--- src/rtl/detector_notas_pkg.sv ---
// Shared definitions for the music-box note detector: note period table, note indices,
// FSM state encoding and default tuning values.
package detector_notas_pkg;

    localparam int PW_DEFAULT        = 16;
    localparam int TOL_SHIFT_DEFAULT = 6;
    localparam int STABLE_N_DEFAULT  = 3;
    localparam int TIMEOUT_DEFAULT   = 60000;
    localparam int NUM_NOTES         = 8;

    localparam logic [2:0] NOTE_C4 = 3'd0;
    localparam logic [2:0] NOTE_D4 = 3'd1;
    localparam logic [2:0] NOTE_E4 = 3'd2;
    localparam logic [2:0] NOTE_F4 = 3'd3;
    localparam logic [2:0] NOTE_G4 = 3'd4;
    localparam logic [2:0] NOTE_A4 = 3'd5;
    localparam logic [2:0] NOTE_B4 = 3'd6;
    localparam logic [2:0] NOTE_C5 = 3'd7;

    typedef enum logic [1:0] {
        ST_IDLE    = 2'd0,
        ST_MEASURE = 2'd1,
        ST_SEARCH  = 2'd2,
        ST_DECIDE  = 2'd3
    } state_t;

    // Full square-wave periods in 12 MHz clock cycles; the sequencer toggles at half these.
    function automatic logic [15:0] note_period(input logic [2:0] idx);
        case (idx)
            NOTE_C4: return 16'd45867;
            NOTE_D4: return 16'd40863;
            NOTE_E4: return 16'd36405;
            NOTE_F4: return 16'd34362;
            NOTE_G4: return 16'd30612;
            NOTE_A4: return 16'd27273;
            NOTE_B4: return 16'd24297;
            NOTE_C5: return 16'd22934;
            default: return 16'd22934;
        endcase
    endfunction

endpackage

--- src/rtl/detector_notas_sync_flanco.sv ---
// Brings the asynchronous note pin into the clock domain and flags each rising edge
// with a single-cycle pulse.
module sync_flanco (
    input  logic clk,
    input  logic rst,
    input  logic pin,
    output logic pulse
);

    logic [2:0] shift;

    always_ff @(posedge clk or posedge rst) begin
        if (rst) begin
            shift <= '0;
        end else begin
            shift <= {shift[1:0], pin};
        end
    end

    // The first two stages resolve metastability; the third remembers the previous level.
    assign pulse = shift[1] & ~shift[2];

endmodule

--- src/rtl/detector_notas.sv ---
// Measures the period of the incoming note square wave and decodes it to a note index,
// reporting a note only after it has been seen on several consecutive periods.
module detector_notas
    import detector_notas_pkg::*;
#(
    parameter int TOL_SHIFT = TOL_SHIFT_DEFAULT,
    parameter int STABLE_N  = STABLE_N_DEFAULT,
    parameter int TIMEOUT   = TIMEOUT_DEFAULT,
    parameter int PW        = PW_DEFAULT
) (
    input  logic          clk,
    input  logic          rst,
    input  logic          square_wave,
    output logic [PW-1:0] period,
    output logic [2:0]    note,
    output logic          note_valid,
    output logic          note_stb,
    output logic          silence
);

    localparam int            CW          = (STABLE_N > 1) ? $clog2(STABLE_N + 1) : 1;
    localparam logic [CW-1:0] RUN_MAX     = CW'(STABLE_N);
    localparam logic [PW-1:0] CNT_MAX     = '1;
    localparam logic [PW-1:0] CNT_TIMEOUT = PW'(TIMEOUT);

    logic          edge_pulse;
    logic [PW-1:0] cnt;
    logic [PW-1:0] p;
    state_t        state;
    logic [2:0]    idx;
    logic [2:0]    match_idx;
    logic          match_found;
    logic [2:0]    cand;
    logic          cand_valid;
    logic [CW-1:0] run_len;
    logic [CW-1:0] run_next;
    logic [PW:0]   ref_p;
    logic [PW:0]   diff;
    logic [PW:0]   tol;
    logic          hit;
    logic          same;
    logic          promote;

    sync_flanco u_sync (
        .clk   (clk),
        .rst   (rst),
        .pin   (square_wave),
        .pulse (edge_pulse)
    );

    // Free-running period counter, restarted on every edge whatever the FSM is doing.
    always_ff @(posedge clk or posedge rst) begin
        if (rst) begin
            cnt <= '0;
        end else if (edge_pulse) begin
            cnt <= PW'(1);
        end else if (cnt != CNT_MAX) begin
            cnt <= cnt + PW'(1);
        end
    end

    always_comb begin
        ref_p    = (PW + 1)'(note_period(idx));
        diff     = ({1'b0, p} >= ref_p) ? ({1'b0, p} - ref_p) : (ref_p - {1'b0, p});
        tol      = ref_p >> TOL_SHIFT;
        hit      = (diff <= tol);
        same     = cand_valid && (match_idx == cand);
        run_next = !same ? CW'(1)
                 : (run_len == RUN_MAX) ? RUN_MAX
                 : run_len + CW'(1);
        promote  = match_found && (run_next == RUN_MAX) && (!note_valid || (note != match_idx));
    end

    always_ff @(posedge clk or posedge rst) begin
        if (rst) begin
            state       <= ST_IDLE;
            period      <= '0;
            p           <= '0;
            idx         <= '0;
            match_idx   <= '0;
            match_found <= 1'b0;
            cand        <= '0;
            cand_valid  <= 1'b0;
            run_len     <= '0;
            note        <= '0;
            note_valid  <= 1'b0;
            note_stb    <= 1'b0;
            silence     <= 1'b1;
        end else begin
            note_stb <= 1'b0;
            case (state)
                ST_IDLE: begin
                    silence <= 1'b1;
                    if (edge_pulse) begin
                        state <= ST_MEASURE;
                    end
                end
                ST_MEASURE: begin
                    if (edge_pulse) begin
                        period      <= cnt;
                        p           <= cnt;
                        idx         <= '0;
                        match_found <= 1'b0;
                        silence     <= 1'b0;
                        state       <= ST_SEARCH;
                    end else if (cnt == CNT_TIMEOUT) begin
                        silence    <= 1'b1;
                        note_valid <= 1'b0;
                        cand_valid <= 1'b0;
                        run_len    <= '0;
                        state      <= ST_IDLE;
                    end
                end
                // One table entry per cycle; the first hit is kept so the lowest index wins.
                ST_SEARCH: begin
                    if (hit && !match_found) begin
                        match_found <= 1'b1;
                        match_idx   <= idx;
                    end
                    if (idx == 3'(NUM_NOTES - 1)) begin
                        state <= ST_DECIDE;
                    end else begin
                        idx <= idx + 3'd1;
                    end
                end
                ST_DECIDE: begin
                    if (!match_found) begin
                        note_valid <= 1'b0;
                        cand_valid <= 1'b0;
                        run_len    <= '0;
                    end else begin
                        cand       <= match_idx;
                        cand_valid <= 1'b1;
                        run_len    <= run_next;
                        if (promote) begin
                            note       <= match_idx;
                            note_valid <= 1'b1;
                            note_stb   <= 1'b1;
                        end
                    end
                    state <= ST_MEASURE;
                end
                default: state <= ST_IDLE;
            endcase
        end
    end

endmodule

--- config.mk ---
export PLATFORM = sky130hd
export DESIGN_NAME = detector_notas
export DESIGN_NICKNAME = d
export VERILOG_FILES = /design/src/rtl/detector_notas_pkg.sv /design/src/rtl/detector_notas_sync_flanco.sv /design/src/rtl/detector_notas.sv
export SDC_FILE = /design/constraint.sdc
export NUM_CORES = 1
export LEC_CHECK = 0
export BUFFER_PORTS_ARGS = -buffer_cell sky130_fd_sc_hd__buf_2
export CELL_PAD_IN_SITES_DETAIL_PLACEMENT = 1
export CELL_PAD_IN_SITES_GLOBAL_PLACEMENT = 2
export CORE_ASPECT_RATIO = 1.25
export CORE_UTILIZATION = 35
export CTS_CLUSTER_DIAMETER = 50
export DETAILED_ROUTE_END_ITERATION = 16
export HOLD_SLACK_MARGIN = 0.02
export PLACE_DENSITY_LB_ADDON = 0.1
export RECOVER_POWER = 25
export SYNTH_ARGS = -nofsm -noshare
export SYNTH_HDL_FRONTEND = slang
export SYNTH_HIERARCHICAL = 1
export SYNTH_SLANG_ARGS = --single-unit
--- constraint.sdc ---
create_clock -name clk -period 8.5 [get_ports clk]
set_clock_uncertainty 0.05 [all_clocks]
set_input_delay 0.425 -clock clk [delete_from_list [all_inputs] [get_ports clk]]
set_output_delay 0.425 -clock clk [all_outputs]
set_load 0.01 [all_outputs]
==> flow_metrics.tcl, run 1 <==
set metrics [dict create \
    status "finished, violations left" \
    violations "max-capacitance violations, max-slew violations" \
    portBuffers 24 \
    synth_nets 609 \
    synth_area_sq_um 4670 \
    reg2reg_to "match_idx[1]" \
    place_hpwl_um 10700 \
    synth_top_flop_cell "dfrtp_1" \
    fin_crit_sh_pct 77.5 \
    cts_tree "done" \
    cp-start-kind "register" \
    power.density_nw_per_um2 287 \
    synth.distinct_cells 59 \
    postRouteAntennaNets 0 \
    hold_viol_final 0 \
    synth_top_cell_area_share_pct 29.5 \
    peakVddDrop_v 0.000120 \
    holdPathEnd "u_sync/shift[0]" \
    cp-end-kind "register" \
    yosysSeqAreaShare_pct 30.1 \
    grt_pass1_vias 4184 \
    slew-limit-headroom_pct -94.2 \
    wl_per_cell_um 18.3 \
    drv_slew 54 \
    io_pins 25 \
    fillCellCount 1539 \
    grt_max_degree 54 \
    num_rows 46 \
    synthTopCellsByArea "dfrtp_1 (29%), ha_1 (15%), a21oi_1 (4.9%), inv_1 (4.3%), nor2_1 (4.2%)" \
    cp.arrival_ns 6.72 \
    grt_pass1_wl_um 21800 \
    syn-instance-count 547 \
    hp-start "square_wave" \
    drt_iter0_drc 143 \
    min_period_ns 6.59 \
    die-area_sq_um 13800 \
    syn2layout_area_growth_pct 8.42 \
    final_core_util_pct 39.4 \
    crit_type "reg2reg" \
    die-height_um 131 \
    crit_required_ns 8.63 \
    cts_setup_buffers 0 \
    setup_viol 0 \
    layout.nets 620 \
    synth_warnings 6 \
    wirelength_um 13300 \
    drt-pass1-iter-count 4 \
    cts.path.max_buffers 2 \
    synth_edf_count 0 \
    rsz0062_at_grt "false" \
    num_vias 3927 \
    drc 0 \
    reg2reg_depth 22 \
    min_delay_path_depth 1 \
    hp-class "in2reg" \
    die_w_um 105 \
    clk_pin_slew_ns 0.07 \
    synth_seq_cells 56 \
    cap_viol_max_count 1 \
    clkSinkCount 56 \
    core_area_sq_um 12800 \
    synth_area_per_cell_sq_um 8.53 \
    tightest_slew_ns 2.91 \
    antenna_found_initial 0 \
    numCtsBuffers 5 \
    r2r_start "idx[2]" \
    gp_congestion 0.823 \
    insertion_delay_ns 0.30 \
    drive_above_1_share_pct 5.90 \
    path_max_fanout 24 \
    synth_common_cells "ha_1 (57), dfrtp_1 (55), inv_1 (54), nor2_1 (52)" \
    ff2ff_setup_slack_ns 1.91 \
    htreeDepth 2 \
    synth-async-reset-ratio_pct 100 \
    antenna_cells 0 \
    max_freq_mhz 152 \
    root_buffer "clkbuf_16" \
    track_usage_pct 20.2 \
    overflow 0 \
    synth_area_leader_cell "dfrtp_1" \
    initial_utilization_pct 36.4 \
    p_leak_uw 0.00238 \
    viasPerCell 5.40 \
    setup_tns_ns 0 \
    synth.most_common_cell "ha_1" \
]
==> worst max path at each step <==
| stage | slack (ns) | end | start | cells past startpoint |
|---|---|---|---|---|
| after floorplan | 3.08 | match_idx[1] | idx[2] | 24 |
| after global placement | 1.97 | match_idx[2] | idx[2] | 21 |
| after detailed placement | 1.91 | match_idx[1] | idx[2] | 21 |
| after CTS | 1.87 | match_idx[1] | idx[2] | 22 |
| after global routing | 1.39 | match_idx[1] | idx[2] | 21 |
| final | 1.91 | match_idx[1] | idx[2] | 22 |
==> timing repair <==
item / 4_1_cts / 5_1_grt
hold buffers: 1 / 0
hold endpoints to repair: 3 / 0
resized for setup: 0 / 0
==> area by class of cell <==
type | instances | area [sq um] | area share (%)
clock inverters | 2 | 60.1 | 1.19
well taps | 168 | 210 | 4.15
multi-input cells | 414 | 2940 | 58.2
repair buffers | 27 | 113 | 2.23
flip-flops and latches | 56 | 1400 | 27.7
clock buffers | 6 | 129 | 2.55
inverters | 54 | 203 | 4.01
==> where the power goes <==
part / internal, uW / switching (uW) / total, uW
Clock: 169 / 94.0 / 263
Combinational: 317 / 537 / 853
Sequential: 296 / 40.1 / 336
==> placed cells by master (no fill, tap or decap), drive strengths merged, types with 2 or more instances in the layout <==
cell and n:
mux2 19, nand3 16, nand2 46, nor4b 2
fa 2, a21oi 46, inv 53, mux2i 9
a31oi 5, ha 57, xnor2 15, a211oi 4
dfrtp 55, or3 3, a21o 7, buf 2
nand2b 3, clkbuf 30, nor3 8, a31o 2
and4 2, o22ai 2, o21a 4, o21ai 32
a22oi 3, o31ai 3, nand4 17, bufinv 2
o221ai 3, a221oi 5, nor2 52, and2 2
nor4 2, xor2 20, nor2b 7, o31a 2
==> per-layer routing <==
metal  wire length [um]  global-route usage [%]  part of all wire (%)
met5                  0                       0                     0
met4                350                    7.82                   2.6
met3                200                    1.54                   1.5
met2               7020                    37.1                    53
met1               5730                    24.0                    43
==> per-stage QoR <==
stage	worst slack (ns)	hold slack [ns]	instances	cell area, sq um	power (uW)
6_report	1.91	0.185	727	5060	1450
5_1_grt	1.39	0.178	727	5060	1580
4_1_cts	1.87	0.181	727	5090	1470
3_5_place_dp	1.91	0.260	718	4890	1200
3_3_place_gp	1.97	0.253	718	4890	1180
2_1_floorplan	3.08	0.129	547	4670	959
==> kinds of logic (layout without fill, tap and decap cells) <==
logic type | count (synthesis) | in the layout | share of synthesized area [%]
xor gates and xnor gates | 35 | 35 | 6.57
buffers and inverters | 77 | 89 | 6.89
adders and majority gates | 59 | 59 | 16.1
AOI/OAI and AO/OA | 126 | 126 | 16.5
DFF | 56 | 56 | 30.1
muxes | 28 | 28 | 6.51
and+or+nand+nor | 166 | 166 | 17.3
==> registers in the layout, summed over array words and instances (netlist names), 2 cells and up <==
register and cells:
cand 3, cnt 16, idx 3, match_idx 3, note 3, p 16
run_len 2, state 2, u_sync/shift 3
==> worst max-delay path: stages (launching register included) <==
cell,delay (ns)
dfrtp_1,0.67
inv_1,0.32
nor2_1,0.09
nor2_1,0.32
inv_1,0.08
ha_1,0.52
nand4_1,0.25
nor4_2,0.39
and4bb_1,0.24
or3_1,0.68
nand3b_1,0.20
o21ai_0,0.14
o21ai_0,0.25
xor2_1,0.21
ha_1,0.28
nand3_1,0.10
o22ai_1,0.10
nor3_1,0.14
a22oi_1,0.14
nor4_1,0.31
nand4_1,0.15
a221oi_2,0.45
mux2_1,0.37
No activity file was read; power rests on OpenSTA's default activity.
==> run 2, diff against run 1 <==
- clock period: 8.5 -> 6.5 ns (I/O delays scaled with it)
==> run 2 against run 1 <==
Compared with the run above: first-iteration DRC count decreased by 22%; total power rose by 26%; non-clock buffer count increased by 7; die area did not move; final area is 0.72% higher; the run still ends with max-capacitance violations, max-slew violations left; setup slack worse by 1.5 ns; combinational power rose by 31%; sequential share of layout area shrank 0.17 points; critical path depth unchanged; via count rose by 1.8%; count of clock-buffer cells in the layout grew 1; sequential power rose by 31%.
==> flow_metrics.tcl, run 2 (synthesized netlist as in run 1, its figures left out) <==
set metrics [dict create \
    wirelength_um 13900 \
    place_hpwl_um 11400 \
    peakVddDrop_v 0.000201 \
    viasPerCell 5.44 \
    pwr-share-comb_pct 61.1 \
    path_max_fanout 11 \
    numCtsBuffers 5 \
    wl_per_cell_um 19.0 \
    die_w_um 105 \
    io_pins 25 \
    cp.arrival_ns 6.21 \
    final_common_cell "ha_1" \
    antenna_cells 0 \
    overflow 0 \
    p_leak_uw 0.00244 \
    hold_viol_final 0 \
    fillCellCount 1549 \
    dp.cells 724 \
    use_met3_pct 1.64 \
    drt-pass1-iter-count 4 \
    die-height_um 131 \
    max_freq_mhz 164 \
    total_power_uw 1830 \
    rsz0062_at_grt "false" \
    largestRegisters "cnt: 16 flops, p: 16 flops" \
    crit_required_ns 6.62 \
    min_period_ns 6.09 \
    hp-class "in2reg" \
    num_rows 46 \
    htreeDepth 2 \
    grtUsageMet1_pct 24.8 \
    power.density_nw_per_um2 360 \
    clkSinkCount 56 \
    r2r_start "idx[0]" \
    crit_type "reg2reg" \
    tightest_slew_ns 2.92 \
    setup_viol 0 \
    clk_pin_slew_ns 0.07 \
    clkPwrFrac_pct 14.9 \
    root_buffer "clkbuf_16" \
    num_vias 3996 \
    grt_busiest_layer "met2" \
    power.switching_fraction_pct 47.5 \
    cts.path.max_buffers 2 \
    min_delay_path_depth 1 \
    violations "max-capacitance violations, max-slew violations" \
    portBuffers 24 \
    cap_viol_max_count 1 \
    status "finished, violations left" \
    core_area_sq_um 12800 \
    antenna_found_initial 0 \
    drive_above_1_share_pct 7.77 \
    cp-end-kind "register" \
    cts_tree "done" \
    reg2reg_depth 22 \
    postRouteAntennaNets 0 \
    drc 0 \
    ff2ff_setup_slack_ns 0.41 \
    drt_iter0_drc 111 \
    gp_congestion 0.865 \
    cp-start-kind "register" \
    layout.nets 627 \
    p_seq_share_pct 24.0 \
    slew-limit-headroom_pct -94.4 \
    gr-usage-met2_pct 38.6 \
    insertion_delay_ns 0.29 \
    grt_max_degree 54 \
    initial_utilization_pct 36.4 \
    fin_crit_sh_pct 93.7 \
    holdPathEnd "u_sync/shift[0]" \
    fin_cells 734 \
    final_cell_mix "ha_1 (56), dfrtp_1 (54), inv_1 (53)" \
    hp-start "square_wave" \
    reg2reg_to "match_idx[2]" \
    final_core_util_pct 39.7 \
    syn2layout_area_growth_pct 9.20 \
    track_usage_pct 21.0 \
    grt_pass1_wl_um 22800 \
    p_int_uw 963 \
    setup_tns_ns 0 \
    die-area_sq_um 13800 \
    power.switching_uw 870 \
    grt_pass1_vias 4287 \
    hold_ws_ns 0.0874 \
    drv_slew 54 \
]
[run 2: critical path, stage by stage, from the launching register on]
cell and delay [ns]:
dfrtp_1 0.48, inv_1 0.15, ha_1 0.24, nor2b_1 0.17, nor2_2 0.26, inv_1 0.09, ha_2 0.46, nand4_1 0.30
nor4_2 0.36, and4bb_1 0.24, or3_4 0.44, a211oi_1 0.24, a31oi_1 0.08, xor2_1 0.16, ha_1 0.31, a21oi_1 0.15
a21boi_0 0.10, o31ai_1 0.24, a22oi_1 0.14, nor4_1 0.32, nand4_1 0.19, a221oi_4 0.41, mux2_1 0.36
[run 2: cell type report]
type | count | area, sq um | area share, %
inverters | 54 | 203 | 3.98
well taps | 168 | 210 | 4.12
flip-flops and latches | 56 | 1400 | 27.5
repair buffers | 34 | 165 | 3.24
clock inverters | 1 | 7.51 | 0.147
multi-input cells | 414 | 2960 | 58.2
clock buffers | 7 | 143 | 2.80
[run 2: worst max path at each step]
stage	from	cells past startpoint	slack (ns)	endpoint
global route	idx[0]	23	0.0006	match_idx[1]
floorplan	idx[2]	24	1.08	match_idx[1]
detailed placement	idx[0]	22	0.05	match_idx[2]
finish	idx[0]	22	0.41	match_idx[2]
CTS	idx[0]	22	0.01	match_idx[2]
global placement	idx[0]	22	0.15	match_idx[2]
[run 2: metrics by stage]
| stage | area, sq um | setup WS, ns |
|---|---|---|
| 2_1_floorplan | 4670 | 1.08 |
| 3_3_place_gp | 4940 | 0.149 |
| 3_5_place_dp | 4940 | 0.0462 |
| 4_1_cts | 5100 | 0.0147 |
| 5_1_grt | 5100 | 0.000552 |
| 6_report | 5100 | 0.409 |
[run 2: metal layers]
metal,wire [um],part of all wire (%)
met5,0,0
met2,7280,52
met4,556,4.0
met3,153,1.1
met1,5940,43
[run 2: timing repair]
item / 4_1_cts / 5_1_grt
setup buffers: 0 / 1
endpoints found under the setup margin: 0 / 4
hold endpoints to repair: 3 / 0
hold buffers: 1 / 0
gates resized for setup: 0 / 5
[run 2: power groups by stage]
stage | Clock [uW] | Sequential, uW | Combinational, uW
after floorplan | 0 | 439 | 815
after global placement | 0 | 443 | 1110
after detailed placement | 0 | 447 | 1120
after CTS | 284 | 440 | 1130
after global routing | 296 | 448 | 1260
final | 273 | 439 | 1120
==> run 3, diff against run 2 <==
- CELL_PAD_IN_SITES_DETAIL_PLACEMENT: 1 -> default
- CELL_PAD_IN_SITES_GLOBAL_PLACEMENT: 2 -> default
- PLACE_DENSITY_LB_ADDON: 0.1 -> default
==> run 3 against run 2 <==
Compared with the run above: the flow still finishes with violations (max-capacitance violations, max-slew violations); register-to-register slack gained 0.09 ns; hold slack lost 0.0055 ns; largest power group unchanged; critical endpoint is now match_idx[1]; non-clock buffer count shrank 1.
==> flow_metrics.tcl, run 3 (synthesized netlist as in run 1, its figures left out) <==
set metrics [dict create \
    status "finished, violations left" \
    violations "max-capacitance violations, max-slew violations" \
    num_rows 46 \
    root_buffer "clkbuf_16" \
    power.switching_uw 859 \
    critPathBufInv 2 \
    gp_congestion 0.921 \
    clkPwrFrac_pct 14.9 \
    crit_required_ns 6.64 \
    crit_type "reg2reg" \
    p_leak_uw 0.00243 \
    postRouteAntennaNets 0 \
    cts_setup_buffers 0 \
    slowest_delay_ns 0.52 \
    max_freq_mhz 167 \
    cp.arrival_ns 6.14 \
    rsz0062_at_grt "false" \
    viasPerCell 5.43 \
    p_seq_share_pct 24.2 \
    layout.nets 626 \
    grt_max_degree 54 \
    cap_viol_max_count 1 \
    slew-limit-headroom_pct -89.3 \
    cts.path.max_buffers 2 \
    drt_iter0_drc 191 \
    setup_tns_ns 0 \
    pre_cts_slack_ns 0.160 \
    drive_above_1_share_pct 7.43 \
    setup_viol 0 \
    cp_top_family "simple AND/OR/NAND/NOR gates" \
    portBuffers 24 \
    drc 0 \
    path_cells "inv_1, ha_1, nor2b_1, nor2_1, inv_1, ha_2, nand4_1, nor4_2, and4bb_1, or3_4, a211oi_1, a31oi_1, xor2_1, ha_1, a21oi_1, a21boi_0, o31ai_1, a22oi_1, nor4_1, nand4_1, a221oi_4, mux2_1" \
    hp-class "in2reg" \
    grt_pass1_wl_um 20000 \
    path_max_fanout 18 \
    cp-start-kind "register" \
    final_cell_mix "ha_1 (56), dfrtp_1 (55), inv_1 (53)" \
    wl_per_cell_um 16.5 \
    power.switching_fraction_pct 47.4 \
    tightest_slew_ns 2.84 \
    track_usage_pct 18.0 \
    min_period_ns 6.00 \
    hold_ws_ns 0.0818 \
    io_pins 25 \
    power.density_nw_per_um2 356 \
    final_common_cell "ha_1" \
    cts_tree "done" \
    die_w_um 105 \
    core_area_sq_um 12800 \
    drv_slew 54 \
    slowest_stage "dfrtp_1" \
    total_power_uw 1810 \
    insertion_delay_ns 0.29 \
    place_hpwl_um 9690 \
    drt-pass1-iter-count 5 \
    antenna_cells 0 \
    num_vias 3981 \
    grt_pass1_vias 3984 \
    largestRegisters "cnt: 16 flops, p: 16 flops" \
    numCtsBuffers 5 \
    antenna_found_initial 0 \
    fin_ws_ns 0.496 \
    initial_utilization_pct 36.4 \
    htreeDepth 2 \
    clkSinkCount 56 \
    syn2layout_area_growth_pct 8.95 \
    die-height_um 131 \
    wirelength_um 12100 \
    hold_viol_final 0 \
    peakVddDrop_v 0.000152 \
    cp-end-kind "register" \
    fin_crit_sh_pct 92.4 \
    die-area_sq_um 13800 \
    p_int_uw 953 \
    clk_pin_slew_ns 0.08 \
    pwr-share-comb_pct 60.9 \
    overflow 0 \
]
run 3: worst reg2reg max path, cell delays in order (launching register included):
cell      delay, ns
dfrtp_1        0.52
inv_1          0.15
ha_1           0.22
nor2b_1        0.17
nor2_1         0.24
inv_1          0.08
ha_2           0.46
nand4_1        0.24
nor4_2         0.35
and4bb_1       0.24
or3_4          0.49
a211oi_1       0.26
a31oi_1        0.08
xor2_1         0.16
ha_1           0.31
a21oi_1        0.15
a21boi_0       0.09
o31ai_1        0.22
a22oi_1        0.14
nor4_1         0.29
nand4_1        0.22
a221oi_4       0.41
mux2_1         0.35
run 3: worst paths after layout:
| path | startpoint | end | slack [ns] | cells past startpoint |
|---|---|---|---|---|
| min reg2reg | u_sync/shift[0] | u_sync/shift[1] | 0.30 | 0 |
| min in group asynchronous | rst | u_sync/shift[0] | 0.37 | 3 |
| min | square_wave | u_sync/shift[0] | 0.08 | 1 |
| max in group asynchronous | rst | p[1] | 3.21 | 4 |
| max | idx[1] | match_idx[1] | 0.50 | 22 |
| max reg2reg | idx[1] | match_idx[1] | 0.50 | 22 |
run 3: final cells by class:
cell class,count,area (sq um)
clock buffers,5,125
clock inverters,3,23.8
fillers,1305,7750
inverters,54,203
multi-input cells,414,2960
flip-flops and latches,56,1400
well taps,168,210
repair buffers,33,159
run 3: power by group through the flow:
stage	clock network [uW]	logic (uW)	registers (uW)
global route	293	1240	445
detailed placement	0	1090	445
finish	270	1100	438
floorplan	0	815	439
global placement	0	1090	442
CTS	278	1100	438
run 3: per-stage QoR:
stage,utilization [%],instances,instance area (sq um)
after CTS,39.7,733,5100
after global placement,38.5,724,4940
after floorplan,-,547,4670
after detailed placement,38.5,724,4940
final,39.6,733,5080
after global routing,39.6,733,5080
run 3: what timing repair did:
| action | in CTS | in global routing |
|---|---|---|
| gates resized for setup | 0 | 4 |
| hold buffers | 1 | 0 |
| endpoints found under the hold margin | 3 | 0 |
| setup endpoints to repair | 0 | 4 |
run 3: layer usage:
| metal | global-route usage [%] | part of all wire, % |
|---|---|---|
| met1 | 21.0 | 42 |
| met2 | 32.9 | 51 |
| met3 | 1.49 | 2.1 |
| met4 | 8.69 | 4.3 |
| met5 | 0 | 0 |
